`config.mk`:
```
export PLATFORM = sky130hd
export DESIGN_NAME = imem_loader_flat
export DESIGN_NICKNAME = d
export VERILOG_FILES = /design/src/rtl/imem_loader_if.sv /design/src/rtl/imem_loader.sv /design/src/flat_wrapper.sv
export SDC_FILE = /design/constraint.sdc
export NUM_CORES = 1
export LEC_CHECK = 0
export CAP_MARGIN = 25
export CORE_AREA = 8 8 89 91
export CTS_BUF_LIST = sky130_fd_sc_hd__clkbuf_16
export CTS_CLUSTER_SIZE = 10
export DETAILED_ROUTE_END_ITERATION = 10
export DIE_AREA = 0 0 97 99
export PLACE_DENSITY = 0.94
export SLEW_MARGIN = 20
export SYNTH_ARGS = -nofsm -noshare
export SYNTH_HDL_FRONTEND = slang
export SYNTH_SLANG_ARGS = --single-unit
```
`constraint.sdc`:
```
create_clock -name clk -period 4.9 [get_ports clk]
set_input_delay 0.735 -clock clk [delete_from_list [all_inputs] [get_ports clk]]
set_output_delay 0.735 -clock clk [all_outputs]
set_load 0.01 [all_outputs]
```
`src/rtl/imem_loader_if.sv`:
```
// imem_loader_if: start/config, word stream and byte-write port of the
// instruction memory loader. slave = the loader, master = the host side.
interface imem_loader_if #(
   parameter int ADDR_WIDTH = 8
);
   logic                  start;
   logic [ADDR_WIDTH-1:0] base_addr;
   logic [ADDR_WIDTH-1:0] word_count;
   logic                  in_valid;
   logic [31:0]           in_data;
   logic                  in_ready;
   logic                  mem_we;
   logic [ADDR_WIDTH-1:0] mem_addr;
   logic [7:0]            mem_wdata;
   logic                  busy;
   logic                  done;
   logic                  overflow;
   logic [31:0]           checksum;

   modport slave (
      input  start, base_addr, word_count, in_valid, in_data,
      output in_ready, mem_we, mem_addr, mem_wdata, busy, done, overflow, checksum
   );

   modport master (
      output start, base_addr, word_count, in_valid, in_data,
      input  in_ready, mem_we, mem_addr, mem_wdata, busy, done, overflow, checksum
   );
endinterface

```
`src/rtl/imem_loader.sv`:
```
// imem_loader: accepts 32-bit instruction words and writes each as four
// big-endian byte writes (MSB at the lowest address) into byte-wide imem.
// Optional checksum accumulator: define IMEM_LOADER_CHECKSUM_EN.
// Every output is a flop; the *_d values are derived from the next state.
module imem_loader #(
   parameter int MEM_BYTES  = 16,
   parameter int ADDR_WIDTH = 8
) (
   input  logic         clk,
   input  logic         reset,
   imem_loader_if.slave bus
);

   typedef enum logic [1:0] {IDLE, WAIT_WORD, WRITE, FINISH} state_t;

   localparam logic [ADDR_WIDTH-1:0] ALIGN_MASK = ~(ADDR_WIDTH'(3));
   localparam logic [ADDR_WIDTH:0]   MEM_END    = (ADDR_WIDTH+1)'(MEM_BYTES);

   state_t                state_q, state_d;
   logic [1:0]            beat_q, beat_d;
   logic [ADDR_WIDTH-1:0] cnt_q, cnt_d;
   logic [31:0]           word_q, word_d;        // bytes still to be written, MSB first
   logic [ADDR_WIDTH-1:0] mem_addr_q, mem_addr_d;
   logic [7:0]            mem_wdata_q, mem_wdata_d;
   logic                  mem_we_q, mem_we_d;
   logic                  in_ready_q, in_ready_d;
   logic                  busy_q, busy_d;
   logic                  done_q, done_d;
   logic                  overflow_q, overflow_d;

   logic                  handshake;
   logic [ADDR_WIDTH:0]   addr_inc;
   logic                  addr_wrap;
   logic [ADDR_WIDTH-1:0] addr_nxt;

   // in_ready_q is high exactly while in WAIT_WORD
   assign handshake = in_ready_q & bus.in_valid;
   assign addr_inc  = {1'b0, mem_addr_q} + (ADDR_WIDTH+1)'(1);
   assign addr_wrap = (addr_inc == MEM_END);
   assign addr_nxt  = addr_wrap ? '0 : addr_inc[ADDR_WIDTH-1:0];

   // state register
   always_ff @(posedge clk or posedge reset) begin
      if (reset) state_q <= IDLE;
      else       state_q <= state_d;
   end

   // next-state logic
   always_comb begin
      state_d = state_q;
      case (state_q)
         IDLE:      if (bus.start) state_d = (bus.word_count == '0) ? FINISH : WAIT_WORD;
         WAIT_WORD: if (handshake) state_d = WRITE;
         WRITE:     if (beat_q == 2'd3) state_d = (cnt_q == '0) ? FINISH : WAIT_WORD;
         FINISH:    state_d = IDLE;
         default:   state_d = IDLE;
      endcase
   end

   // output and datapath next values; outputs are registered from state_d
   always_comb begin
      beat_d      = beat_q;
      cnt_d       = cnt_q;
      word_d      = word_q;
      mem_addr_d  = mem_addr_q;
      mem_wdata_d = mem_wdata_q;
      overflow_d  = overflow_q;
      in_ready_d  = (state_d == WAIT_WORD);
      mem_we_d    = (state_d == WRITE);
      busy_d      = (state_d != IDLE);
      done_d      = (state_d == FINISH);
      case (state_q)
         IDLE: begin
            if (bus.start) begin
               cnt_d      = bus.word_count;
               mem_addr_d = bus.base_addr & ALIGN_MASK;
               overflow_d = 1'b0;
            end
         end
         WAIT_WORD: begin
            if (handshake) begin
               cnt_d       = cnt_q - ADDR_WIDTH'(1);
               beat_d      = 2'd0;
               mem_wdata_d = bus.in_data[31:24];
               word_d      = {bus.in_data[23:0], 8'h00};
            end
         end
         WRITE: begin
            // advance to the next byte; after beat 3 the address already
            // points at the first byte of the following word
            beat_d      = beat_q + 2'd1;
            mem_wdata_d = word_q[31:24];
            word_d      = {word_q[23:0], 8'h00};
            mem_addr_d  = addr_nxt;
            if (addr_wrap) overflow_d = 1'b1;
         end
         default: ;
      endcase
   end

   // datapath and output registers
   always_ff @(posedge clk or posedge reset) begin
      if (reset) begin
         beat_q      <= '0;
         cnt_q       <= '0;
         word_q      <= '0;
         mem_addr_q  <= '0;
         mem_wdata_q <= '0;
         mem_we_q    <= 1'b0;
         in_ready_q  <= 1'b0;
         busy_q      <= 1'b0;
         done_q      <= 1'b0;
         overflow_q  <= 1'b0;
      end else begin
         beat_q      <= beat_d;
         cnt_q       <= cnt_d;
         word_q      <= word_d;
         mem_addr_q  <= mem_addr_d;
         mem_wdata_q <= mem_wdata_d;
         mem_we_q    <= mem_we_d;
         in_ready_q  <= in_ready_d;
         busy_q      <= busy_d;
         done_q      <= done_d;
         overflow_q  <= overflow_d;
      end
   end

`ifdef IMEM_LOADER_CHECKSUM_EN
   logic [31:0] checksum_q, checksum_d;

   // XOR of every accepted word, cleared by an accepted start
   always_comb begin
      checksum_d = checksum_q;
      if (state_q == IDLE && bus.start) checksum_d = '0;
      else if (handshake)               checksum_d = checksum_q ^ bus.in_data;
   end

   // checksum register
   always_ff @(posedge clk or posedge reset) begin
      if (reset) checksum_q <= '0;
      else       checksum_q <= checksum_d;
   end

   assign bus.checksum = checksum_q;
`else
   assign bus.checksum = '0;
`endif

   assign bus.in_ready  = in_ready_q;
   assign bus.mem_we    = mem_we_q;
   assign bus.mem_addr  = mem_addr_q;
   assign bus.mem_wdata = mem_wdata_q;
   assign bus.busy      = busy_q;
   assign bus.done      = done_q;
   assign bus.overflow  = overflow_q;

endmodule

```
`src/flat_wrapper.sv`:
```
// flat-port wrapper written by rule: the top's interface ports become plain ports
module imem_loader_flat 
#(
   parameter int MEM_BYTES  = 16,
   parameter int ADDR_WIDTH = 8
)
  (clk, reset, bus_start, bus_base_addr, bus_word_count, bus_in_valid, bus_in_data, bus_in_ready, bus_mem_we, bus_mem_addr, bus_mem_wdata, bus_busy, bus_done, bus_overflow, bus_checksum);
  imem_loader_if #(.ADDR_WIDTH(ADDR_WIDTH)) bus_i ();
  input  logic clk;
  input  logic reset;
  input wire logic [$bits(bus_i.start)-1:0] bus_start;
  input wire logic [$bits(bus_i.base_addr)-1:0] bus_base_addr;
  input wire logic [$bits(bus_i.word_count)-1:0] bus_word_count;
  input wire logic [$bits(bus_i.in_valid)-1:0] bus_in_valid;
  input wire logic [$bits(bus_i.in_data)-1:0] bus_in_data;
  output wire logic [$bits(bus_i.in_ready)-1:0] bus_in_ready;
  output wire logic [$bits(bus_i.mem_we)-1:0] bus_mem_we;
  output wire logic [$bits(bus_i.mem_addr)-1:0] bus_mem_addr;
  output wire logic [$bits(bus_i.mem_wdata)-1:0] bus_mem_wdata;
  output wire logic [$bits(bus_i.busy)-1:0] bus_busy;
  output wire logic [$bits(bus_i.done)-1:0] bus_done;
  output wire logic [$bits(bus_i.overflow)-1:0] bus_overflow;
  output wire logic [$bits(bus_i.checksum)-1:0] bus_checksum;
  assign bus_i.start = bus_start;
  assign bus_i.base_addr = bus_base_addr;
  assign bus_i.word_count = bus_word_count;
  assign bus_i.in_valid = bus_in_valid;
  assign bus_i.in_data = bus_in_data;
  assign bus_in_ready = bus_i.in_ready;
  assign bus_mem_we = bus_i.mem_we;
  assign bus_mem_addr = bus_i.mem_addr;
  assign bus_mem_wdata = bus_i.mem_wdata;
  assign bus_busy = bus_i.busy;
  assign bus_done = bus_i.done;
  assign bus_overflow = bus_i.overflow;
  assign bus_checksum = bus_i.checksum;
  imem_loader #(.MEM_BYTES(MEM_BYTES), .ADDR_WIDTH(ADDR_WIDTH)) u_core (.clk(clk), .reset(reset), .bus(bus_i));
endmodule
```
==> results of run 1 <==
==> state kept, by name, summed over array words and instances (netlist names) <==
signal / count
u_core.beat_q: 2
u_core.bus.in_ready: 1
u_core.state_q: 2
u_core.bus.mem_we: 1
u_core.bus.busy: 1
u_core.cnt_q: 8
u_core.word_q: 24
u_core.bus.overflow: 1
u_core.bus.done: 1
u_core.bus.mem_addr: 8
u_core.bus.mem_wdata: 8
==> worst max-delay path: cells and delay by family, from the launching register on <==
family / cells / cell delay [ps]
simple gates: 3 / 1600
flops: 1 / 660
compound gates: 1 / 110
==> cell type report <==
cell class | instances | share of cell area (%)
tap | 80 | 2.468
timing repair buffer | 73 | 18.14
multi-input combinational | 279 | 35.73
inverter | 9 | 0.8331
sequential | 57 | 35.17
clock inverter | 7 | 2.098
clock buffer | 9 | 5.554
==> logic make-up after synthesis <==
logic type      after synthesis  share of synthesized area [%]
compound gates               87                          18.35
xor+xnor                      2                         0.5610
fa+ha+maj                     4                          1.603
buf+inv                      63                          11.74
flops                        57                          45.67
other cells                   1                         0.1201
simple gates                154                          21.95
==> cell usage in the layout (no fill, tap or decap), types with 5 or more instances in the layout <==
cell type,count
o21ai_0,18
conb_1,32
nor3_1,9
clkbuf_16,9
a31oi_1,25
inv_1,8
clkdlybuf4s50_1,70
nand3_1,5
nand2_1,79
dfrtp_1,57
nor2_1,35
a21oi_1,15
==> per-stage QoR <==
step / hold WS [ps] / setup WS [ps] / total power, uW / utilization, %
4_1_cts: 508.2 / 2356 / 2490 / 61.43
3_3_place_gp: 485.0 / 2434 / 1773 / 56.70
2_1_floorplan: 467.4 / 2765 / 1507 / -
6_report: 507.5 / 2375 / 2482 / 61.73
3_5_place_dp: 497.8 / 2398 / 1825 / 56.70
5_1_grt: 518.4 / 2152 / 2663 / 61.73
==> worst paths after layout <==
check	endpoint	slack, ps	cells after the start
worst min register to register	u_core.beat_q[0]$_DFFE_PP0P_	510	1
max in group asynchronous	u_core.word_q[11]$_DFFE_PP0P_	3490	3
worst max register to register	u_core.word_q[31]$_DFFE_PP0P_	2380	4
min in group asynchronous	u_core.bus.mem_addr[3]$_DFFE_PP0P_	930	3
worst max-delay path	u_core.word_q[31]$_DFFE_PP0P_	2380	4
worst min-delay path	u_core.beat_q[0]$_DFFE_PP0P_	510	1
==> layer usage <==
layer	wire (um)	up-vias	track usage (%)	share of wire [%]
met4	146	0	7.574	1.9
met3	696	16	6.298	8.8
met2	3785	118	27.24	48
met5	0	-	0	0
met1	3263	1306	19.11	41
li1	-	1321	-	-
==> power breakdown <==
part	switching [uW]	leakage, uW	internal [uW]
Sequential	216	0.000692	695
Combinational	476	0.000931	447
Clock	210	0.000152	439
Total	901	0.00178	1580
==> flow_summary_export.csv, run 1 <==
group,metric,value,unit
cells_and_area,synthToLayoutAreaGrowth,29.85,%
global_routing,grt_pass1_wl,13380,um
placed_design,placed_cell_area,3725,um2
yosys,yosysMostFrequentCell,"nand2_1",
cells_and_area,final_nets,485,
die,num_rows,30,
worst_setup_path,critPathLaunch,"u_core.state_q[0]$_DFF_PP0_",
detailed_routing,route.detailed.drc,0,
clocking,clkTransAtPathRegs,50,ps
placed_design,port_buffers,70,
timing,finalSetupViolations,0,
detailed_routing,dr.pass1.iters,4,
cells_and_area,nFillCells,558,
yosys,synth_common_cells,"nand2_1, dfrtp_1, nor2_1",
cells_and_area,stdcell_area,4055,um2
clocking,cts_sinks,57,
timing,post-route-min-period,2525,ps
pwr,p_leak,0.001775,uW
die,die_h,99,um
detailed_routing,num_vias,2761,
worst_setup_path,start_kind,"flop",
timing,maxSlewHeadroom,44.04,%
worst_setup_path,worst_path_most_repeated_cell,"nand2_1",
global_routing,grt_util_all_layers,16.73,%
detailed_routing,via_per_inst,5.372,
cells_and_area,final_cells,514,
pwr,ir_drop,0.0004197,V
clocking,cts_buffers,9,
min_path,hp-class,"reg -> reg",
cells_and_area,final_layout_size_suffix_gt1_share,6.221,%
placed_design,post-dp-hpwl,5545,um
clocking,cts_tree,"built",
run_status,status,"finished, final reports clean",
placed_design,placed_cells,497,
die,io_pins,105,
timing,worst_slew_pin_slew,837.4,ps
cells_and_area,multi_input_area,1449,um2
yosys,yosysTopAreaCellShare,45.67,%
die,fp.dieArea,9603,um2
die,core-area,6569,um2
global_routing,antenna_found_initial,0,
clocking,ctsHoldBuffers,0,
yosys,async_reset_ff_share,100.0,%
detailed_routing,avgRoutedWirePerCell,15.35,um
global_routing,grt_max_degree,61,
die,start_util,47.54,%
clocking,cts_root_buf,"clkbuf_16",
worst_setup_path,cp.arrival,2710,ps
cells_and_area,n_antenna_cell,0,
worst_setup_path,cp_slowest_stage_delay,700,ps
timing,final-hold-violation-count,0,
worst_setup_path,end_kind,"flop",
min_path,holdCritStartpoint,"u_core.beat_q[0]$_DFFE_PP0P_",
yosys,ys.warnings.count,0,
global_routing,grt.overflow.total,0,
worst_setup_path,r2r_start,"u_core.state_q[0]$_DFF_PP0_",
timing,timing.fmax,0.3961,GHz
worst_setup_path,worst_path_max_delay_cell,"nand2_1",
timing,fin_skew,5.758,ps
job,cap_violations,0,
yosys,synth_area_leaders,"dfrtp_1, nand2_1, buf_4, a31oi_1, nor2_1",
yosys,synth_seq_area_share,45.67,%
detailed_routing,totalWireLength,7891,um
timing,slew_viol_final,0,
worst_setup_path,crit_required,5090,ps
pwr,p_per_area,612.1,nW/um2
yosys,synth_top_cell_by_area,"dfrtp_1",
yosys,synth_edf_count,0,
clocking,postCtsSetupBuffers,0,
yosys,syn_area_per_cell,8.486,um2
worst_setup_path,path_max_fanout,25,
yosys,ys_ff_latch,57,
die,die_width,97,um
yosys,synth.cell_area,3123,um2
worst_setup_path,path_cells,"nor2b_1 > nand2_1 > nand2_1 > a31oi_1",
clocking,clk_latency,320,ps
detailed_routing,initialDrtViolationCount,114,
timing,tns,0,ps
global_routing,grt_pass1_vias,2757,
placed_design,gp_congestion,0.8729,
cells_and_area,seq_area,1426,um2
clocking,post_cts_resize_count,0,
worst_setup_path,crit_type,"reg -> reg",
timing,rsz0062_at_grt,"no",
yosys,synth.distinct_cells,47,
yosys,synthFlopType,"dfrtp_1",
yosys,syn_inst,368,
clocking,cts_htree_levels,3,
clocking,cts_buffer_depth,2,
timing,finalCritPeriodShare,51.53,%
detailed_routing,drtAntennaViolNets,0,
(Power assumes the default switching activity.)
==> inputs of run 2 (changes only) <==
--- a/config.mk
+++ b/config.mk
@@ -6,12 +6,12 @@
 export NUM_CORES = 1
 export LEC_CHECK = 0
 export CAP_MARGIN = 25
-export CORE_AREA = 8 8 89 91
+export CORE_AREA = 8 8 96 98
 export CTS_BUF_LIST = sky130_fd_sc_hd__clkbuf_16
 export CTS_CLUSTER_SIZE = 10
 export DETAILED_ROUTE_END_ITERATION = 10
-export DIE_AREA = 0 0 97 99
-export PLACE_DENSITY = 0.94
+export DIE_AREA = 0 0 104 106
+export PLACE_DENSITY = 0.86
 export SLEW_MARGIN = 20
 export SYNTH_ARGS = -nofsm -noshare
 export SYNTH_HDL_FRONTEND = slang
==> constraint.sdc (replaced) <==
create_clock -name clk -period 2.2 [get_ports clk]
set_input_delay 0.33 -clock clk [delete_from_list [all_inputs] [get_ports clk]]
set_output_delay 0.33 -clock clk [all_outputs]
set_load 0.01 [all_outputs]
==> flow_summary_export.csv, run 2 (synthesis results as in run 1) <==
group,metric,value,unit
placed_design,port_buffers,70,
run_status,status,"finished, final reports clean",
global_routing,grt_pass1_vias,2904,
pwr,pwr-share-seq,35.7,%
timing,timing.fmax,0.5152,GHz
cells_and_area,final_layout_size_suffix_gt1_share,7.534,%
cells_and_area,final_cell_mix,"nand2_1, clkdlybuf4s50_1, dfrtp_1",
die,start_util,39.81,%
placed_design,post-dp-hpwl,5700,um
timing,finalSetupViolations,0,
die,core-area,7845,um2
pwr,internal-power,3581,uW
die,fp.dieArea,11020,um2
worst_setup_path,r2r_start,"u_core.bus.mem_addr[0]$_DFFE_PP0P_",
clocking,post_cts_resize_count,0,
worst_setup_path,crit_required,2380,ps
detailed_routing,dr.pass1.iters,4,
timing,post-route-min-period,1941,ps
worst_setup_path,cp.arrival,2120,ps
clocking,cts_root_buf,"clkbuf_16",
die,die_width,104,um
clocking,cts_buffer_depth,2,
die,io_pins,105,
pwr,ir_drop,0.0006371,V
worst_setup_path,r2r_slack,260,ps
placed_design,placed_cell_area,3819,um2
clocking,cts_tree,"built",
pwr,p_leak,0.001801,uW
pwr,p_per_area,1361,nW/um2
min_path,hp-class,"in -> async",
worst_setup_path,worst_r2r_path_depth,5,
worst_setup_path,rr_endpoint,"u_core.bus.mem_addr[1]$_DFFE_PP0P_",
cells_and_area,n_antenna_cell,0,
pwr,p_clk_share,26.5,%
worst_setup_path,crit_path_end,"u_core.bus.mem_addr[1]$_DFFE_PP0P_",
timing,slew_viol_final,0,
detailed_routing,initialDrtViolationCount,92,
placed_design,gp_congestion,0.9090,
timing,finalCritPeriodShare,88.22,%
global_routing,grt_util_all_layers,14.90,%
detailed_routing,num_vias,2773,
clocking,cts_htree_levels,3,
worst_setup_path,start_kind,"flop",
timing,maxSlewHeadroom,63.04,%
die,die_h,106,um
pwr,power.switching,2050,uW
job,cap_violations,0,
die,num_rows,33,
worst_setup_path,path_max_fanout,9,
detailed_routing,totalWireLength,7941,um
global_routing,antenna_found_initial,0,
cells_and_area,final_nets,489,
timing,hold_ws,311.5,ps
timing,worst_slew_pin_slew,553.4,ps
cells_and_area,nFillCells,724,
detailed_routing,route.detailed.drc,0,
clocking,cts_sinks,57,
pwr,combPwrFrac,37.8,%
cells_and_area,stdcell_area,4138,um2
cells_and_area,regMostFlops,"u_core.word_q",
worst_setup_path,critPathLaunch,"u_core.bus.mem_addr[0]$_DFFE_PP0P_",
timing,final-hold-violation-count,0,
global_routing,grt_max_degree,61,
pwr,power.total,5631,uW
timing,fin_skew,5.821,ps
clocking,postCtsSetupBuffers,0,
timing,rsz0062_at_grt,"no",
clocking,cts_buffers,9,
pwr,p_sw_share,36.41,%
detailed_routing,via_per_inst,5.107,
detailed_routing,drtAntennaViolNets,0,
clocking,ctsHoldBuffers,0,
clocking,clk_latency,320,ps
timing,tns,0,ps
worst_setup_path,end_kind,"flop",
global_routing,grt_pass1_wl,13700,um
detailed_routing,avgRoutedWirePerCell,14.62,um
cells_and_area,synthToLayoutAreaGrowth,32.49,%
cells_and_area,layout_commonest_cell,"nand2_1",
worst_setup_path,crit_type,"reg -> reg",
cells_and_area,largest_reg_flops,24,
clocking,clkTransAtPathRegs,60,ps
global_routing,grt.overflow.total,0,
==> run 2: cell type report <==
class | count | area [um2] | area share (%)
well taps | 105 | 131.4 | 3.175
clock buffers | 9 | 225.2 | 5.443
flip-flops and latches | 57 | 1426 | 34.47
repair buffers | 77 | 778.2 | 18.81
clock inverters | 7 | 93.84 | 2.268
inverters | 9 | 33.78 | 0.8164
multi-input cells | 279 | 1449 | 35.02
==> run 2: critical path: stages, from the launching register on <==
cell and delay [ps]:
dfrtp_1 480, ha_1 280, nand3_1 160, xor2_1 190, a2111oi_2 520, o21ai_0 180
==> run 2: worst min-delay path by stage <==
stage                                      start                            end  cells past startpoint
floorplan                         bus_in_data[2]  u_core.word_q[10]$_DFFE_PP0P_                      2
global placement    u_core.beat_q[0]$_DFFE_PP0P_   u_core.beat_q[0]$_DFFE_PP0P_                      1
detailed placement  u_core.beat_q[0]$_DFFE_PP0P_   u_core.beat_q[0]$_DFFE_PP0P_                      1
CTS                                        reset  u_core.word_q[24]$_DFFE_PP0P_                      2
global route                               reset  u_core.word_q[16]$_DFFE_PP0P_                      2
finish                                     reset  u_core.word_q[16]$_DFFE_PP0P_                      2
==> run 2: power by group through the flow <==
stage | Sequential [uW] | Clock [uW] | Combinational (uW)
2_1_floorplan | 1920 | 0 | 1440
3_3_place_gp | 1980 | 0 | 2050
6_report | 2010 | 1490 | 2130
4_1_cts | 2010 | 1510 | 2140
5_1_grt | 2100 | 1560 | 2390
3_5_place_dp | 2020 | 0 | 2130
==> run 2: per-stage QoR <==
| stage | instances | utilization (%) | worst slack, ps |
|---|---|---|---|
| after floorplan | 399 | - | 470.4 |
| final | 543 | 52.74 | 259.1 |
| after detailed placement | 527 | 48.68 | 237.1 |
| after CTS | 543 | 52.74 | 253.7 |
| after global placement | 527 | 48.68 | 322.8 |
| after global routing | 543 | 52.74 | 99.45 |
==> run 2: layer usage <==
metal	wire length (um)	global-route usage, %	vias up	share of wire, %
li1	-	-	1334	-
met4	160	7.135	0	2.0
met5	0	0	-	0
met1	3406	18.11	1300	43
met2	3758	23.24	119	47
met3	617	5.203	20	7.8
==> edit 1 (flow settings as in run 1) <==
The 4 states of `state_t` get a one-hot encoding in 4 bits.
--- a/src/rtl/imem_loader.sv
+++ b/src/rtl/imem_loader.sv
@@ -13,3 +13,3 @@
 
-   typedef enum logic [1:0] {IDLE, WAIT_WORD, WRITE, FINISH} state_t;
+   typedef enum logic [3:0] {IDLE = 4'b0001, WAIT_WORD = 4'b0010, WRITE = 4'b0100, FINISH = 4'b1000} state_t;
 
Check against the original RTL: same outputs for any inputs over 10 cycles, from zero or initial values and one cycle with reset high; not proved beyond that.
==> edit 1 against run 1 <==
Fmax is 7.7% higher. Final cell count shrank 5.3%. Sequential cell count is 2 higher. Power is 14% lower. Area after synthesis unchanged. Critical path type unchanged. Setup slack gained 0.18 ns. Cell area is 0.62% lower. Largest power group is now registers. Routed wire length about the same. Via count shrank 3.8%.
==> edit 1: results (changes against run 1) <==
- The final RePlAce weighted congestion was 0.8829 (+1.1%).
- The quantity of I/O buffers inserted on ports is 70 (unchanged).
- The most flop-heavy register is u_core.word_q.
- The kind of cell with the highest combined delay on the critical path is simple AND/OR/NAND/NOR gates.
- The number of iterations in the first detailed-routing pass is 4 (unchanged).
- The cell sitting at the root of the clock tree is a sky130_fd_sc_hd__clkbuf_16.
- The startpoint of the lowest-slack hold path is u_core.beat_q[0]$_DFFE_PP0P_.
- The detailed-route vias per instance was 5.454 (+1.5%).
- The number of cell instances on the worst register-to-register path was 4 (unchanged).
- The number of antenna violations at the first check in global routing is 0 (unchanged).
- The post-placement cell area was 0.003735 sq mm (+0.27%).
- The total global routing track utilization is 16.06% (-0.67 points).
- The number of distinct library cell variants in the gate-level netlist after synthesis was 47 (unchanged).
- The post-CTS setup repair buffer count is 0 (unchanged).
- The worst hold path depth is 1 (unchanged).
- In this run the worst hold path is classified as register to register.
- The final worst clock skew is 0.008189 ns (+0.002431 ns).
- The slew at the pin closest to its max-slew limit was 0.7417 ns (-0.09564 ns).
- The clock latency on the worst-skew pair is 0.32 ns (about the same).
- The number of cells upsized or downsized after cts is 0 (unchanged).
- The total half-perimeter wirelength after legalization and detailed placement came to 5499 microns (-0.82%).
- The largest driver fanout on the critical path is 14 (-44%).
- The first-pass GRT wire length is 12920 microns (-3.4%).
- The share of final-layout standard cells stronger than drive strength 1 came to 6.880% (+0.66 points).
- The clock slew at the register clock pins of the worst setup and hold paths is 0.05 ns (about the same).
- The maximum count of clock buffers along a single path is 2 (unchanged).
- The critical path starts at u_core.state_q[3]$_DFF_PP0_.
- The maximum resistive drop on vdd is 0.2522 mV (-40%).
- The leakage dissipation is 1.803 nW (+1.6%).
- The maximum level of the CTS H-tree is 3 (unchanged).
- The run finished with clean final reports.
- The fraction of registers with async set/reset is 100.0% (unchanged).
- Sorting the synthesized cells by area gives the leading types as sky130_fd_sc_hd__dfrtp_1, sky130_fd_sc_hd__buf_4, sky130_fd_sc_hd__o22ai_1.
- The violation count after the first detailed-routing iteration is 182 (+60%).
- The final routed wirelength across all metal layers came to 7886 microns (about the same).
- The flip-flop count of the largest register, all copies and words added is 24 (unchanged).
- The largest net degree at the start of global routing came to 60 (-1.6%).
- In this design, the stage delay of the slowest critical-path cell is just under 0.7 ns.
- The share of the yosys chip area belonging to registers is 47.32% (+1.6 points).
- The total clock buffers created by CTS came to 9 (unchanged).
- The number of pins with negative max-slew slack in the final report is 0 (unchanged).
- The number of warning messages in the yosys log came to 0 (unchanged).
- The data arrival at the endpoint of the critical path came to 2.54 ns (-0.17 ns).
- The commonest cells after synthesis are sky130_fd_sc_hd__dfrtp_1, sky130_fd_sc_hd__a21oi_1, sky130_fd_sc_hd__buf_4, sky130_fd_sc_hd__nand2_1, sky130_fd_sc_hd__o22ai_1.
- The critical path's slowest cell is sky130_fd_sc_hd__nor4b_4.
- The final-stage net count was 458 (-5.6%).
- The antenna cell count came to 0 (unchanged).
==> edit 1: metal layers <==
layer  track usage (%)  vias up  wire, microns
met2             26.67       92           3973
met4             4.497        0             90
li1                  -     1276              -
met3             5.248        9            450
met5                 0        -              0
met1             19.39     1279           3371
==> edit 1: stage by stage <==
step / power, mW / std cells / hold WS [ns] / worst slack [ns] / utilization (%)
floorplan: 1.275 / 370 / 0.4509 / 2.710 / -
global placement: 1.497 / 471 / 0.4693 / 2.353 / 56.86
detailed placement: 1.540 / 471 / 0.4863 / 2.288 / 56.86
CTS: 2.133 / 487 / 0.4923 / 2.262 / 61.10
global route: 2.264 / 487 / 0.5140 / 2.398 / 61.35
finish: 2.127 / 487 / 0.4887 / 2.555 / 61.35
==> edit 1: logic make-up after synthesis <==
logic type               count (synthesis)  synth area share (%)
AO/OA/AOI/OAI                          101                 20.63
AND/OR/NAND/NOR                         92                 15.59
buffers and inverters                   80                 14.10
flip-flops                              59                 47.32
adder cells (fa/ha/maj)                  4                 1.603
other                                    1                0.1201
XOR/XNOR                                 1                0.2805
multiplexers                             1                0.3606
==> edit 1: path summary, 6_finish.rpt <==
kind | to | slack, ns
worst max-delay path | u_core.cnt_q[4]$_DFFE_PP0P_ | 2.56
worst min-delay path | u_core.beat_q[0]$_DFFE_PP0P_ | 0.49
worst max register to register | u_core.cnt_q[4]$_DFFE_PP0P_ | 2.56
worst min register to register | u_core.beat_q[0]$_DFFE_PP0P_ | 0.49
max in group asynchronous | u_core.word_q[12]$_DFFE_PP0P_ | 3.45
min in group asynchronous | u_core.bus.mem_wdata[2]$_DFFE_PP0P_ | 0.96
==> edit 1: cell type report <==
class | count | area, sq um
fillers | 558 | 2539
flip-flops and latches | 59 | 1478
multi-input cells | 231 | 1341
repair buffers | 74 | 730.7
clock buffers | 9 | 225.2
inverters | 27 | 101.3
well taps | 80 | 100.1
clock inverters | 7 | 53.80
==> edit 1: report_power, final <==
part,internal [mW],switching (mW)
Sequential,0.696,0.172
Clock,0.382,0.198
Combinational,0.353,0.325
==> edit 2 (settings of run 1) <==
Made on the original files. Build with the macro `IMEM_LOADER_CHECKSUM_EN` defined.
--- a/src/rtl/imem_loader.sv
+++ b/src/rtl/imem_loader.sv
@@ -4,2 +4,4 @@
 // Every output is a flop; the *_d values are derived from the next state.
+`define IMEM_LOADER_CHECKSUM_EN
+
 module imem_loader #(
Check against the original RTL: not equivalent (a bounded check fails within 4 cycles, from zero or initial values and one cycle with reset high).
==> edit 2 against run 1 <==
Area after synthesis up 34%. Routed wire length grew 49%. Cell area is 35% higher. Via count rose by 38%. Global-route usage up 7.9 points. Sequential cell count rose by 32. Synthesized cell count grew 26%. Non-clock buffer count grew 34. Setup slack worse by 0.036 ns. Clock power shrank 5.2%. Die area is the same. Count of clock-buffer cells in the layout is the same. Power grew 39%. Critical path type unchanged. Largest cell class is now registers. Highest routed layer unchanged.
==> edit 2: results (changes against run 1) <==
- The share of final-layout standard cells stronger than drive strength 1 is 6.463% (+0.24 points).
- The longest individual stage delay on the worst path is 0.80 ns (+0.10 ns).
- The detailed-route vias per instance was 5.975 (+11%).
- The number of distinct library cell variants in the gate-level netlist after synthesis is 50 (+6.4%).
- The clock latency on the worst-skew pair is between 0.3 and 0.4 ns.
- Sorting the synthesized cells by how often they occur yields sky130_fd_sc_hd__nand2_1, sky130_fd_sc_hd__dfrtp_1, sky130_fd_sc_hd__nor2_1, sky130_fd_sc_hd__xor2_1, sky130_fd_sc_hd__a31oi_1.
- The number of global-route vias before repair was 3914 (+42%).
- The met2 capacity usage during global routing is 43.07% (+16 points).
- The met3 routing resource usage after global routing is 4.969% (-1.3 points).
- The xor/xnor share of the synthesized area was 6.705% (+6.1 points).
- The first-pass GRT wire length came to 19380 microns (+45%).
- The average routed wire per standard cell is 18.49 microns (+20%).
- The maximum resistive drop on vdd is 0.3822 mV (-8.9%).
- The total global routing track utilization is 24.64% (+7.9 points).
- The maximum level of the CTS H-tree is 3 (unchanged).
- Ranked by total cell area, the synthesized netlist is headed by sky130_fd_sc_hd__dfrtp_1, sky130_fd_sc_hd__nand2_1, sky130_fd_sc_hd__xor2_1.
- The startpoint of the lowest-slack hold path is u_core.beat_q[0]$_DFFE_PP0P_.
- The quantity of I/O buffers inserted on ports was 102 (+46%).
- The type of the tightest min-delay check is register to register.
- The number of iterations in the first detailed-routing pass is 6 (+2).
- The largest net degree at the start of global routing is 62 (+1.6%).
- The kind of cell with the highest combined delay on the critical path is simple AND/OR/NAND/NOR gates.
- The run finished with clean final reports.
- The largest driver fanout on the critical path is 27 (+8.0%).
- The flip-flop count of the largest register, all copies and words added came to 32 (+33%).
- The violation count after the first detailed-routing iteration came to 237 (+110%).
- The final worst clock skew is 0.008986 ns (+0.003228 ns).
- For this design, the slowest cell found on the critical path is sky130_fd_sc_hd__nor2b_1.
- The slew at the pin closest to its max-slew limit is 0.9521 ns (+0.1147 ns).
- The met1 routing resource usage after global routing is 28.26% (+9.1 points).
- The final RePlAce weighted congestion is 0.8507 (-2.5%).
- The share of the yosys chip area belonging to registers is 53.28% (+7.6 points).
- The leakage dissipation is 2.420 nW (+36%).
- The complex-gate fraction of the synthesized area is 12.18% (-6.2 points).
- The final-stage net count is 609 (+26%).
- The antenna cell count is 0 (unchanged).
- The clock slew at the register clock pins of the worst setup and hold paths is around 0.06 ns.
- The total half-perimeter wirelength after legalization and detailed placement came to 7740 microns (+40%).
- The arithmetic-cell share of the synthesized area counting full adders, half adders and majority gates was 1.197% (-0.41 points).
edit 2: cell count changes after synthesis, sizes merged, moves of 6 or more:
cell	change
buf	-27
xor2	+31
dfrtp	+32
nor2	+39
nor3	-6
nand2	+32
edit 2: final cells by class:
class / instances / area, sq um
Clock inverter: 6 / 37.54
Clock buffer: 9 / 225.2
Fill cell: 359 / 1080
Inverter: 8 / 31.28
Multi-Input combinational cell: 338 / 1809
Tap cell: 80 / 100.1
Sequential cell: 89 / 2227
Timing Repair Buffer: 107 / 1059
edit 2: final timing paths:
kind,end,slack (ns),cells past startpoint
setup / recovery,u_core.cnt_q[7]$_DFFE_PP0P_,2.34,5
max in group asynchronous,u_core.bus.checksum[12]$_DFFE_PP0P_,3.02,3
hold reg to reg,u_core.beat_q[0]$_DFFE_PP0P_,0.52,1
min in group asynchronous,u_core.bus.checksum[21]$_DFFE_PP0P_,0.84,2
setup reg to reg,u_core.cnt_q[7]$_DFFE_PP0P_,2.34,5
hold / removal,u_core.beat_q[0]$_DFFE_PP0P_,0.52,1
edit 2: logic make-up after synthesis:
| logic type | Yosys count |
|---|---|
| simple gates | 221 |
| flops | 89 |
| compound gates | 81 |
| buf+inv | 37 |
| xor+xnor | 32 |
| fa+ha+maj | 4 |
edit 2: per-stage QoR:
stage	power (mW)	cell area (sq um)	setup slack (ns)	utilization, %	cells
floorplan	2.171	4180	1.858	-	464
global route	3.679	5489	2.045	83.56	637
CTS	3.442	5489	2.369	83.56	637
global placement	2.700	5226	2.151	79.56	622
finish	3.451	5489	2.340	83.56	637
detailed placement	2.789	5226	2.089	79.56	622
edit 2: report_power, final:
part           switching [mW]  leakage [nW]  internal (mW)  total (mW)
combinational           0.799          1.19          0.683        1.48
clock                   0.277         0.128          0.338       0.614
sequential              0.287          1.10           1.07        1.36
edit 2: per-layer routing:
metal / share of wire, % / vias to the layer above
li1: - / 1732
met1: 38 / 1835
met2: 52 / 195
met3: 6.6 / 44
met4: 3.7 / 0
met5: 0 / -
